### config.mk
export PLATFORM = sky130hd
export DESIGN_NAME = shift_deser_rx
export DESIGN_NICKNAME = d
export VERILOG_FILES = /design/src/rtl/shift_deser_rx.sv
export SDC_FILE = /design/constraint.sdc
export NUM_CORES = 1
export LEC_CHECK = 0
export ABC_AREA = 1
export CAP_MARGIN = 20
export CORE_ASPECT_RATIO = 0.9
export CORE_MARGIN = 3
export CORE_UTILIZATION = 35
export DETAILED_ROUTE_END_ITERATION = 8
export PLACE_DENSITY = 0.59
export RECOVER_POWER = 50
export SKIP_CTS_REPAIR_TIMING = 1
export SLEW_MARGIN = 10
export SYNTH_ARGS = -nofsm -noshare
export SYNTH_HDL_FRONTEND = slang
export SYNTH_SLANG_ARGS = --single-unit
### constraint.sdc
create_clock -name clk_amisha -period 4.34 [get_ports clk_amisha]
set_input_delay 0.651 -clock clk_amisha [delete_from_list [all_inputs] [get_ports clk_amisha]]
set_output_delay 0.651 -clock clk_amisha [all_outputs]
set_load 0.02 [all_outputs]
### src/rtl/shift_deser_rx.sv
// Framed serial receiver: start(0), DATA_W data bits, stop(1), sampled on an external bit strobe.
// Define SHIFT_DESER_PARITY_CHECK_EN to expect an even-parity bit between the data bits and the stop bit.
module shift_deser_rx #(
  parameter int DATA_W    = 8,
  parameter bit MSB_FIRST = 1'b0
) (
  input  logic              clk_amisha,
  input  logic              reset_amisha,
  input  logic              bit_en_amisha,
  input  logic              sin_amisha,
  output logic [DATA_W-1:0] q_amisha,
  output logic              valid_amisha,
  output logic              ferr_amisha,
  output logic              busy_amisha
);

  localparam int               CNT_W    = $clog2(DATA_W);
  localparam logic [CNT_W-1:0] CNT_LAST = CNT_W'(DATA_W - 1);

`ifdef SHIFT_DESER_PARITY_CHECK_EN
  typedef enum logic [1:0] {IDLE = 2'd0, DATA = 2'd1, PAR = 2'd2, STOP = 2'd3} state_t;
`else
  typedef enum logic [1:0] {IDLE = 2'd0, DATA = 2'd1, STOP = 2'd3} state_t;
`endif

  state_t              state_reg, state_next;
  logic [CNT_W-1:0]    cnt_reg, cnt_next;
  logic [DATA_W-1:0]   sreg_reg, sreg_next;
  logic [DATA_W-1:0]   q_reg, q_next;
  logic                valid_reg, valid_next;
  logic                ferr_reg, ferr_next;
  logic [DATA_W-1:0]   sreg_shift;
  logic                frame_good;

  // Shift direction decides where the incoming bit lands.
  for (genvar gi = 0; gi < DATA_W; gi++) begin : g_shift
    if (MSB_FIRST) begin : g_msb
      if (gi == 0) begin : g_in
        assign sreg_shift[gi] = sin_amisha;
      end else begin : g_mv
        assign sreg_shift[gi] = sreg_reg[gi-1];
      end
    end else begin : g_lsb
      if (gi == DATA_W - 1) begin : g_in
        assign sreg_shift[gi] = sin_amisha;
      end else begin : g_mv
        assign sreg_shift[gi] = sreg_reg[gi+1];
      end
    end
  end

`ifdef SHIFT_DESER_PARITY_CHECK_EN
  logic par_reg, par_next;
  assign frame_good = sin_amisha & ~((^sreg_reg) ^ par_reg);
`else
  assign frame_good = sin_amisha;
`endif

  always_comb begin
    state_next = state_reg;
    cnt_next   = cnt_reg;
    sreg_next  = sreg_reg;
    q_next     = q_reg;
    valid_next = 1'b0;
    ferr_next  = 1'b0;
`ifdef SHIFT_DESER_PARITY_CHECK_EN
    par_next   = par_reg;
`endif
    if (bit_en_amisha) begin
      case (state_reg)
        IDLE: begin
          if (!sin_amisha) begin
            state_next = DATA;
            cnt_next   = '0;
          end
        end
        DATA: begin
          sreg_next = sreg_shift;
          if (cnt_reg == CNT_LAST) begin
`ifdef SHIFT_DESER_PARITY_CHECK_EN
            state_next = PAR;
`else
            state_next = STOP;
`endif
          end else begin
            cnt_next = cnt_reg + 1'b1;
          end
        end
`ifdef SHIFT_DESER_PARITY_CHECK_EN
        PAR: begin
          par_next   = sin_amisha;
          state_next = STOP;
        end
`endif
        STOP: begin
          state_next = IDLE;
          if (frame_good) begin
            q_next     = sreg_reg;
            valid_next = 1'b1;
          end else begin
            ferr_next  = 1'b1;
          end
        end
        default: state_next = IDLE;
      endcase
    end
  end

  always_ff @(posedge clk_amisha or negedge reset_amisha) begin
    if (!reset_amisha) begin
      state_reg <= IDLE;
      cnt_reg   <= '0;
      sreg_reg  <= '0;
      q_reg     <= '0;
      valid_reg <= 1'b0;
      ferr_reg  <= 1'b0;
`ifdef SHIFT_DESER_PARITY_CHECK_EN
      par_reg   <= 1'b0;
`endif
    end else begin
      state_reg <= state_next;
      cnt_reg   <= cnt_next;
      sreg_reg  <= sreg_next;
      q_reg     <= q_next;
      valid_reg <= valid_next;
      ferr_reg  <= ferr_next;
`ifdef SHIFT_DESER_PARITY_CHECK_EN
      par_reg   <= par_next;
`endif
    end
  end

  assign q_amisha     = q_reg;
  assign valid_amisha = valid_reg;
  assign ferr_amisha  = ferr_reg;
  assign busy_amisha  = (state_reg != IDLE);

endmodule

==> flow_summary.json <==
{
  "setup.worst_path.end_class": "output pin",
  "min_from": "sreg_reg[6]",
  "finalCritPeriodShare": 0.513,
  "gp_congestion": 0.788,
  "period_needed_ps": 2230,
  "powerDensity_nw_per_um2": 643,
  "yosysSeqAreaShare": 0.589,
  "die_area_um2": 3460,
  "startpoint_type": "flip-flop",
  "nFillCells": 254,
  "ys_ff_latch": 23,
  "crit_family": "buffers and inverters",
  "layout_common_cells": "nand2_1 (25), dfrtp_1 (23), inv_1 (17)",
  "pin_count": 15,
  "final_common_cell": "nand2_1",
  "grt_pass1_vias": 688,
  "final_cells": 151,
  "htree_levels": 1,
  "maxSlewHeadroom": 0.477,
  "via_count": 680,
  "initial_core_util": 0.383,
  "drc_errors": 0,
  "rsz0062_at_grt": "no",
  "leakagePower_uw": 0.000576,
  "dp.cells": 146,
  "hold_path_class": "reg2reg",
  "worstPathCellList": "nor2_1 -> inv_1 -> clkdlybuf4s50_1",
  "grt-ovfl-total": 0,
  "worst-slew-pin-transition_ps": 784,
  "slowest_delay_ps": 540,
  "n_antenna_cell": 0,
  "core-area_um2": 2550,
  "syn_avg_cell_area_um2": 9.22,
  "path_buf_inv": 2,
  "rr_startpoint": "cnt_reg[0]",
  "cp.arrival_ps": 1580,
  "area_growth_pct": 18.8,
  "tritoncts": "yes",
  "cts_inserted_buffers": 3,
  "final-setup-viol-count": 0,
  "peakVddDrop_mv": 0.202,
  "drt-pass1-iter-count": 3,
  "cts-root-buf": "clkbuf_4",
  "rr_worst_depth": 6,
  "via_per_inst": 4.50,
  "hold_depth": 2,
  "drtIter0Drc": 13,
  "clockBufferDepth": 2,
  "r2r_setup_slack_ps": 2780,
  "syn_nets": 112,
  "wirelength_mm": 1.62,
  "rows": 17,
  "die_x_um": 61.7,
  "wl_per_cell_um": 10.7,
  "grt_usage": 0.112,
  "dp_hpwl_mm": 1.20,
  "worstSetupPathType": "reg2out",
  "io_buffers": 14,
  "fp.dieH_um": 56.1,
  "drtAntennaViolNets": 0,
  "hold_violations": 0,
  "drive_above_1_share": 0.0813,
  "finalMaxSlewViolations": 0,
  "crit_required_ps": 3690,
  "clk_latency_ps": 310,
  "cap_viol_max_count": 0,
  "clock_sinks": 23,
  "grt_pass1_wl_mm": 2.97,
  "ys_warn_count": 0,
  "hold_end": "q_amisha[6]",
  "syn_area_um2": 977,
  "status": "completed",
  "crit_path_top_delay_cell": "clkdlybuf4s50_1",
  "max_freq_mhz": 449,
  "grt_max_degree": 24,
  "cts.clk_slew.worst_paths_ps": 130,
  "tns_ps": 0,
  "fin_skew_ps": 3.20,
  "synth_cells": 106,
  "cp_max_fo": 6,
  "r2r_end": "cnt_reg[0]",
  "path_depth": 3,
  "synth_cell_types": 17,
  "antenna_found_initial": 0,
  "layout.nets": 130
}
-- layer usage --
layer	up-vias	global-route usage	routed length, µm	part of all wire
met4	0	0.0364	17	0.010
met2	10	0.161	685	0.42
met1	299	0.162	876	0.54
li1	369	-	-	-
met3	2	0.0278	42	0.026
met5	-	0	0	0
-- worst max-delay path by stage --
stage | start | end | slack, ps
2_1_floorplan | state_reg[1] | busy_amisha | 2980
3_3_place_gp | bit_en_amisha | q_amisha[4] | 2290
5_1_grt | state_reg[1] | busy_amisha | 2020
4_1_cts | state_reg[1] | busy_amisha | 2100
3_5_place_dp | bit_en_amisha | q_amisha[7] | 2210
6_report | state_reg[1] | busy_amisha | 2110
-- power by group --
part	switching, µW	total [µW]	leakage, µW	internal (µW)
registers	56.7	358	0.000271	302
clock network	65.4	99.8	0.0000177	34.4
logic	158	289	0.000288	130
total	280	747	0.000576	466
-- worst reg2reg max path, delay by kind of cell, from the launching register on --
kind	cells	cell delay [ps]
DFF	1	420
adders and majority gates	2	400
and+or+nand+nor	3	350
AOI/OAI and AO/OA	1	300
-- area by class of cell --
class | instances | area, µm² | area share
clock inverters | 1 | 5.00 | 0.00431
repair buffers | 15 | 144 | 0.124
multi-input cells | 63 | 312 | 0.268
flip-flops and latches | 23 | 576 | 0.496
well taps | 28 | 35.0 | 0.0302
clock buffers | 3 | 22.5 | 0.0194
inverters | 18 | 67.6 | 0.0582
-- cell families (layout without fill, tap and decap cells) --
family,Yosys count,after routing,synth area share
AND/OR/NAND/NOR,42,42,0.190
flip-flops,23,23,0.589
buffers and inverters,20,37,0.0922
AO/OA/AOI/OAI,19,19,0.104
adder cells (fa/ha/maj),2,2,0.0256
-- stage by stage --
step           hold WS (ps)  instance area (µm²)  worst slack, ps   util  total power, µW
6_report                501                 1160             2110  0.455              747
4_1_cts                 500                 1160             2100  0.453              757
2_1_floorplan           355                  977             2980      -              540
3_3_place_gp            466                 1130             2290  0.443              648
3_5_place_dp            469                 1130             2210  0.443              657
5_1_grt                 533                 1160             2020  0.455              815
-- synth_stat cells --
| cell | n | area share |
|---|---|---|
| nor3_1 | 1 | 0.0051 |
| nor2_2 | 1 | 0.0064 |
| nand2_2 | 2 | 0.013 |
| nor3_4 | 1 | 0.017 |
| nand3_1 | 5 | 0.026 |
| inv_1 | 17 | 0.065 |
| inv_2 | 1 | 0.0038 |
| nand2_1 | 25 | 0.096 |
| o21ai_2 | 1 | 0.0090 |
| buf_6 | 2 | 0.023 |
| dfrtp_1 | 23 | 0.59 |
| ha_1 | 2 | 0.026 |
| o21ai_1 | 4 | 0.020 |
| o21ai_0 | 8 | 0.041 |
| nor2_1 | 7 | 0.027 |
| a21boi_0 | 1 | 0.0077 |
| a21oi_1 | 5 | 0.026 |
No activity file was read; power rests on OpenSTA's default activity.
